===== config.mk =====
export PLATFORM = sky130hd
export DESIGN_NAME = branch_cond_pipe_flat
export DESIGN_NICKNAME = d
export VERILOG_FILES = /design/src/rtl/branch_cond_if.sv /design/src/rtl/branch_cond_pipe.sv /design/src/flat_wrapper.sv
export SDC_FILE = /design/constraint.sdc
export NUM_CORES = 1
export LEC_CHECK = 0
export ABC_AREA = 1
export CORE_ASPECT_RATIO = 0.8
export CORE_MARGIN = 8
export CORE_UTILIZATION = 48
export DETAILED_ROUTE_END_ITERATION = 7
export PLACE_DENSITY = 0.87
export SLEW_MARGIN = 0
export SYNTH_ARGS = -nofsm -noshare
export SYNTH_HDL_FRONTEND = slang
export SYNTH_SLANG_ARGS = --single-unit

===== constraint.sdc =====
create_clock -name clk -period 2.6 [get_ports clk]
set_input_delay 0.78 -clock clk [delete_from_list [all_inputs] [get_ports clk]]
set_output_delay 0.78 -clock clk [all_outputs]
set_load 0.02 [all_outputs]

===== src/rtl/branch_cond_if.sv =====
// Operand/result bundle for branch_cond_pipe; signal directions are named from the evaluator's side.
interface branch_cond_if #(
  parameter int unsigned BUS_SIZE = 32
);
  logic                i_valid;
  logic [2:0]          i_mode;
  logic [BUS_SIZE-1:0] i_a;
  logic [BUS_SIZE-1:0] i_b;
  logic                o_valid;
  logic                o_taken;
  logic                o_is_zero;

  modport master (
    output i_valid, i_mode, i_a, i_b,
    input  o_valid, o_taken, o_is_zero
  );

  modport slave (
    input  i_valid, i_mode, i_a, i_b,
    output o_valid, o_taken, o_is_zero
  );
endinterface


===== src/rtl/branch_cond_pipe.sv =====
// Two-stage branch-condition evaluator: stage 1 registers per-chunk zero flags, stage 2 reduces
// them, applies the condition mode and drives a saturating taken-branch counter.
module branch_cond_pipe #(
  parameter int unsigned BUS_SIZE    = 32,
  parameter int unsigned CHUNK_SIZE  = 8,
  parameter int unsigned COUNT_WIDTH = 16
) (
  input  logic                   clk,
  input  logic                   reset_n,
  input  logic                   i_stall,
  input  logic                   i_flush,
  input  logic                   i_count_clr,
  branch_cond_if.slave           b_if,
  output logic [COUNT_WIDTH-1:0] o_taken_count
);

  localparam int unsigned NCH = BUS_SIZE / CHUNK_SIZE;
  localparam logic [COUNT_WIDTH-1:0] CountOne = COUNT_WIDTH'(1);

  if ((CHUNK_SIZE == 0) || ((BUS_SIZE % CHUNK_SIZE) != 0)) begin : g_bad_chunk
    $error("BUS_SIZE must be a non-zero integer multiple of CHUNK_SIZE");
  end

  typedef enum logic [2:0] {
    ModeEq      = 3'd0,
    ModeNe      = 3'd1,
    ModeLtz     = 3'd2,
    ModeGez     = 3'd3,
    ModeLez     = 3'd4,
    ModeGtz     = 3'd5,
    ModeZero    = 3'd6,
    ModeNonzero = 3'd7
  } mode_e;

  logic [BUS_SIZE-1:0] w_diff;
  logic [NCH-1:0]      w_za_chunk;
  logic [NCH-1:0]      w_zx_chunk;

  assign w_diff = b_if.i_a ^ b_if.i_b;

  for (genvar g = 0; g < NCH; g++) begin : g_chunk
    assign w_za_chunk[g] = ~|b_if.i_a[g*CHUNK_SIZE +: CHUNK_SIZE];
    assign w_zx_chunk[g] = ~|w_diff[g*CHUNK_SIZE +: CHUNK_SIZE];
  end

  logic                   r_s1_valid;
  logic [NCH-1:0]         r_s1_za;
  logic [NCH-1:0]         r_s1_zx;
  logic                   r_s1_sign;
  mode_e                  r_s1_mode;
  logic                   r_valid;
  logic                   r_taken;
  logic                   r_is_zero;
  logic [COUNT_WIDTH-1:0] r_count;

  logic w_za;
  logic w_zx;
  logic w_cond;
  logic w_count_inc;

  assign w_za = &r_s1_za;
  assign w_zx = &r_s1_zx;

  always_comb begin
    w_cond = 1'b0;
    case (r_s1_mode)
      ModeEq:      w_cond = w_zx;
      ModeNe:      w_cond = ~w_zx;
      ModeLtz:     w_cond = r_s1_sign;
      ModeGez:     w_cond = ~r_s1_sign;
      ModeLez:     w_cond = r_s1_sign | w_za;
      ModeGtz:     w_cond = ~r_s1_sign & ~w_za;
      ModeZero:    w_cond = w_za;
      ModeNonzero: w_cond = ~w_za;
      default:     w_cond = 1'b0;
    endcase
  end

  // Only fresh captures count; held or flushed results are never recounted.
  assign w_count_inc = ~i_flush & ~i_stall & r_s1_valid & w_cond & ~(&r_count);

  always_ff @(posedge clk or negedge reset_n) begin
    if (!reset_n) begin
      r_s1_valid <= 1'b0;
      r_s1_za    <= '0;
      r_s1_zx    <= '0;
      r_s1_sign  <= 1'b0;
      r_s1_mode  <= ModeEq;
      r_valid    <= 1'b0;
      r_taken    <= 1'b0;
      r_is_zero  <= 1'b0;
    end else if (i_flush) begin
      r_s1_valid <= 1'b0;
      r_valid    <= 1'b0;
      r_taken    <= 1'b0;
      r_is_zero  <= 1'b0;
    end else if (!i_stall) begin
      r_s1_valid <= b_if.i_valid;
      r_s1_za    <= w_za_chunk;
      r_s1_zx    <= w_zx_chunk;
      r_s1_sign  <= b_if.i_a[BUS_SIZE-1];
      r_s1_mode  <= mode_e'(b_if.i_mode);
      r_valid    <= r_s1_valid;
      r_taken    <= r_s1_valid & w_cond;
      r_is_zero  <= r_s1_valid & w_za;
    end
  end

  always_ff @(posedge clk or negedge reset_n) begin
    if (!reset_n) begin
      r_count <= '0;
    end else if (i_count_clr) begin
      r_count <= '0;
    end else if (w_count_inc) begin
      r_count <= r_count + CountOne;
    end
  end

  assign b_if.o_valid   = r_valid;
  assign b_if.o_taken   = r_taken;
  assign b_if.o_is_zero = r_is_zero;
  assign o_taken_count  = r_count;

endmodule


===== src/flat_wrapper.sv =====
// flat-port wrapper written by rule: the top's interface ports become plain ports
module branch_cond_pipe_flat 
#(
  parameter int unsigned BUS_SIZE    = 32,
  parameter int unsigned CHUNK_SIZE  = 8,
  parameter int unsigned COUNT_WIDTH = 16
)
  (clk, reset_n, i_stall, i_flush, i_count_clr, o_taken_count, b_if_i_valid, b_if_i_mode, b_if_i_a, b_if_i_b, b_if_o_valid, b_if_o_taken, b_if_o_is_zero);
  branch_cond_if #(.BUS_SIZE(BUS_SIZE)) b_if_i ();
  input  logic clk;
  input  logic reset_n;
  input  logic i_stall;
  input  logic i_flush;
  input  logic i_count_clr;
  output logic [COUNT_WIDTH-1:0] o_taken_count;
  input wire logic [$bits(b_if_i.i_valid)-1:0] b_if_i_valid;
  input wire logic [$bits(b_if_i.i_mode)-1:0] b_if_i_mode;
  input wire logic [$bits(b_if_i.i_a)-1:0] b_if_i_a;
  input wire logic [$bits(b_if_i.i_b)-1:0] b_if_i_b;
  output wire logic [$bits(b_if_i.o_valid)-1:0] b_if_o_valid;
  output wire logic [$bits(b_if_i.o_taken)-1:0] b_if_o_taken;
  output wire logic [$bits(b_if_i.o_is_zero)-1:0] b_if_o_is_zero;
  assign b_if_i.i_valid = b_if_i_valid;
  assign b_if_i.i_mode = b_if_i_mode;
  assign b_if_i.i_a = b_if_i_a;
  assign b_if_i.i_b = b_if_i_b;
  assign b_if_o_valid = b_if_i.o_valid;
  assign b_if_o_taken = b_if_i.o_taken;
  assign b_if_o_is_zero = b_if_i.o_is_zero;
  branch_cond_pipe #(.BUS_SIZE(BUS_SIZE), .CHUNK_SIZE(CHUNK_SIZE), .COUNT_WIDTH(COUNT_WIDTH)) u_core (.clk(clk), .reset_n(reset_n), .i_stall(i_stall), .i_flush(i_flush), .i_count_clr(i_count_clr), .b_if(b_if_i), .o_taken_count(o_taken_count));
endmodule

* Yosys cells after proc, flatten, opt, wreduce, memory -nomap -nowiden
Cells that the tools add are included.
** Word-level totals
- Bits of input ports :: 73
- Bits in registers :: 32
** Operators by class
- Reduce and logical (&&, ||, !) cells :: 22
- Add/sub/neg operators :: 1
- Eq/ne operators :: 8
- Bitwise operators :: 15
- Muxes and demuxes :: 11
** Operators with widths (number)
- $reduce_or 8->1 :: 8
- $mux 16 :: 2
- $xor 32x32->32 :: 1
- $add 16x1->16 const B :: 1
- $reduce_and 16->1 :: 1
- $eq 3x3->1 const B :: 4
- $logic_not 1->1 :: 8
- $mux 1 :: 8
- $pmux 1 s8 :: 1
- $reduce_and 4->1 :: 2
- $and 1x1->1 :: 7
- $eq 3x2->1 const B :: 2
- $not 1->1 :: 6
- $eq 3x1->1 const B :: 1
- $logic_not 3->1 :: 1
- $ne 2x1->1 const B :: 1
- $reduce_and 2->1 :: 1
- $reduce_bool 2->1 :: 1
- $or 1x1->1 :: 1

* Depth between registers and ports, before layout
- Depth in word-level cells :: 8
- Gate-level depth with buffers :: 10
- Mapped depth without buffers :: 9

* Least setup slack after synthesis
No wires, ideal clock.
- Kind :: input to register
- Start :: input port i_flush
- End :: register u_core.r_count[6] (netlist: u_core.o_taken_count[6])
- Arrival time :: 1679 ps
- Slack :: 855 ps
- Data required time :: 2534 ps
- Stages on the path :: 8
- Path buffers :: 1
- Cells stage by stage :: nor2_4 -> inv_2 -> nor2_4 -> nand2_1 -> nor2_4 -> buf_4 -> nand4_1 -> nand2_1
** On the way
- Longest elaborated chain between the ends :: 6
** RTL lines
- start: declaration :: line flat_wrapper.sv:13 : input logic i_flush;
- $not 1->1 (no source line)
- $and 1x1->1 (4 in series) :: line branch_cond_pipe.sv:80 : assign w_count_inc = ~i_flush & ~i_stall & r_s1_valid & w_cond & ~(&r_count);
- $reduce_bool 2->1 (no source line)
- end signal: assignment :: line branch_cond_pipe.sv:115 : r_count <= r_count + CountOne;
- end: declaration :: line branch_cond_pipe.sv:54 : logic [COUNT_WIDTH-1:0] r_count;
Every way passes these cells.
A chain may end at the register's enable or synchronous reset.

* Final worst setup path
- Start :: register u_core.r_count[6] (netlist: u_core.o_taken_count[6])
- End :: output port o_taken_count[6]
** RTL lines
- end: declaration :: line flat_wrapper.sv:15 : output logic [COUNT_WIDTH-1:0] o_taken_count;
No word-level cell between the ends.

==> results.md <==
* RSZ-0062 raised after global routing: no
* TritonCTS clock tree: done
* Critical path type: register to output port
* Leakage at approximately 0.0015 µW
* CTS Hold Bufs at 0
* Final #Nets at 496
* XOR/XNOR Fraction of Synth Area at under 10%
* Largest family of logic cells by synthesized area: simple AND/OR/NAND/NOR gates
* Worst path bufs/invs at 1
* Max incr delay on CP at around 0.67 ns
* Pin count of the biggest net entering global routing at 33
* Syn Nets at 401
* Yosys reg bits at 32
* Vias per cell at 5.255
* Startpoint types: register
* Hpwl dp at 5.238 mm
* Worst Path Arrival at approximately 1.5 ns
* Synth Area in Compound Gates at 7.074%
* Worst skew pair latency at 0.29 ns
* Top post-synthesis cells by area: dfrtp_1, nand2_1, nand4_1, nand3_1, inv_1
* Post-synthesis mux area share at 0%
* Vias at about 2500
* GR Overflow Total at 0
* Synth warn at 0
* Fin Setup TNS at 0 ns
* Status: completed
* Post-synth top flop: dfrtp_1
* Top delay family on crit path: buffers and inverters
* WP data required at 1.82 ns
* Max capacitance violation total at 0
* Die Ht at 78.38 µm
* Antenna violations before repair at 0
* Wire length of the first global-routing pass at about 11 mm
* Cts repair resizes at 0
* Post-Syn Instances at 327
* Asr flop ratio synth at between 90% and 100%
* Power per cell area at about 330 nW/µm²
* Post-Syn Area at roughly 2300 µm²
* Finished Layout Cells at 482
* Fin crit share at between 80 and 90%
* Rel. slew slack at approximately two thirds
* Clock sinks at 32
* Post-synthesis sequential area ratio at about 34%
* Residual DRC at 0
* 1st-pass router iterations at 5
* Final min period at ~2.3 ns
* Count leader, synth: nand2_1
* Vias in the first global route at roughly 2500
* Hold Crit Class: register to register
* Worst clock skew at roughly 0.0046 ns
* H-tree levels at 2
* Die Area at around 7400 µm²
* Top cell type by total area after synthesis: dfrtp_1
* Placed Cells at about 480
* Placer Congestion at between 0.8 and 0.9
* Hold Vio Cnt, Final at 0
* Worst-path maximum fanout at 7
* Antenna Nets Post-Route at 0
* Final setup fails at 0
* Max Slew Vio Count at 0
* Critical path endpoint category: output port
* Adder-Cell Fraction of Synth Area at less than 1%
* DRT iter0 DRCs at around 140
* Drt wl/cell at 13.31 µm
* Routed WL at ~6.4 mm
* CTS Buffer Depth at 2
* EDFF count, synth at 0
* Slowest cell on the critical path: clkdlybuf4s50_1
* Reg clk slew, reported paths at 0.06 ns
* IO Count at 92
* Most frequent cells after synthesis: nand2_1, inv_1, dfrtp_1, nand3_1, nand4_1
* Distinct cells, synth at 33
* Gr usage total at about 18%
* Synth top area share at about a third
* Row count at 22
* Root buf cell: clkbuf_8
* Area grow syn2layout at 44.80%
* Synthesized-area fraction occupied by and/or/nand/nor cells at 41.26%
* Fmax achieved at approximately 440 MHz
* Starting density of the core at between 50% and 60%
* Setup Fix Bufs, Post-CTS at 0
* Peak VDD IR at around 0.18 mV
* Port bufs at 91
* # diodes at 0
* Critical path cell sequence: clkdlybuf4s50_1
* Fraction of layout cells with a size suffix above 1 at between 7 and 8%
* Core Region at 4624 µm²
* Total CTS buffers at 5
* Slew @ Worst Pin at just under 0.5 ns
* Syn_area_per_cell at 7.140 µm²
* Die X at around 94 µm
[layer usage]
metal  track usage (%)  share of wire (%)
met2             29.40                 47
met1             21.92                 43
met5                 0                  0
met4             6.635                1.3
met3             4.658                8.2
[cell families (layout without fill, tap and decap cells)]
kind of cell             after synthesis  in the layout
AO/OA/AOI/OAI                         28             28
XOR/XNOR                              21             21
adder cells (fa/ha/maj)                1              1
buffers and inverters                 50            145
flip-flops                            32             32
AND/OR/NAND/NOR                      195            195
[through the flow]
stage | worst slack (ns) | utilization [%] | hold slack, ns | instance area [µm²] | power [µW]
floorplan | 0.8553 | - | 0.4488 | 2335 | 617.1
global placement | 0.2976 | 71.43 | 0.4654 | 3303 | 765.0
detailed placement | 0.1769 | 71.43 | 0.4662 | 3303 | 772.5
CTS | 0.3595 | 73.11 | 0.4829 | 3381 | 1125
global route | 0.3257 | 73.11 | 0.5067 | 3381 | 1176
finish | 0.3437 | 73.11 | 0.4798 | 3381 | 1120
[state kept, by name, indices dropped and copies added, names as in the netlist]
register	flops
u_core.b_if.o_is_zero	1
u_core.r_s1_valid	1
u_core.r_s1_mode	3
u_core.b_if.o_taken	1
u_core.r_s1_za	4
u_core.b_if.o_valid	1
u_core.o_taken_count	16
u_core.r_s1_zx	4
u_core.r_s1_sign	1
[cell type report]
| type | count | area (µm²) |
|---|---|---|
| inverter | 43 | 161.4 |
| tap | 60 | 75.07 |
| sequential | 32 | 800.8 |
| fill | 356 | 1244 |
| multi-input combinational | 245 | 1325 |
| clock buffer | 6 | 72.57 |
| clock inverter | 1 | 5.005 |
| timing repair buffer | 95 | 940.9 |
[worst paths after layout]
| check | from | end | slack (ns) | cells past startpoint |
|---|---|---|---|---|
| setup / recovery | u_core.o_taken_count[6]$_DFFE_PN0P_ | o_taken_count[6] | 0.34 | 1 |
| hold / removal | u_core.r_s1_zx[0]$_DFFE_PN0P_ | u_core.r_s1_zx[0]$_DFFE_PN0P_ | 0.48 | 2 |
| setup reg to reg | u_core.o_taken_count[0]$_DFFE_PN0P_ | u_core.o_taken_count[9]$_DFFE_PN0P_ | 0.80 | 7 |
| hold reg to reg | u_core.r_s1_zx[0]$_DFFE_PN0P_ | u_core.r_s1_zx[0]$_DFFE_PN0P_ | 0.48 | 2 |
| max in group asynchronous | reset_n | u_core.r_s1_za[3]$_DFFE_PN0P_ | 1.43 | 2 |
| min in group asynchronous | reset_n | u_core.o_taken_count[3]$_DFFE_PN0P_ | 0.88 | 2 |
[power breakdown]
| part | switching [µW] | leakage (µW) | internal [µW] | total [µW] |
|---|---|---|---|---|
| registers | 7.49 | 0.000439 | 509 | 517 |
| logic | 105 | 0.00107 | 142 | 247 |
| clock network | 175 | 0.0000410 | 181 | 356 |
| total | 287 | 0.00155 | 833 | 1120 |
[placed cells by master (no fill, tap or decap), types with 4 or more instances in the layout]
master	Yosys	final
dfrtp_1	32	32
clkdlybuf4s50_1	0	91
a21oi_1	7	7
nand2_1	86	86
nand3_1	32	32
xnor2_1	8	8
inv_1	42	42
clkbuf_8	0	5
nor2_4	5	5
nor2_1	19	19
nor4_1	4	4
nor3_1	8	8
o21ai_0	11	11
nand4_1	26	26
xor2_1	13	13
or2_2	6	6
buf_4	1	4
No activity file was read; power rests on OpenSTA's default activity.
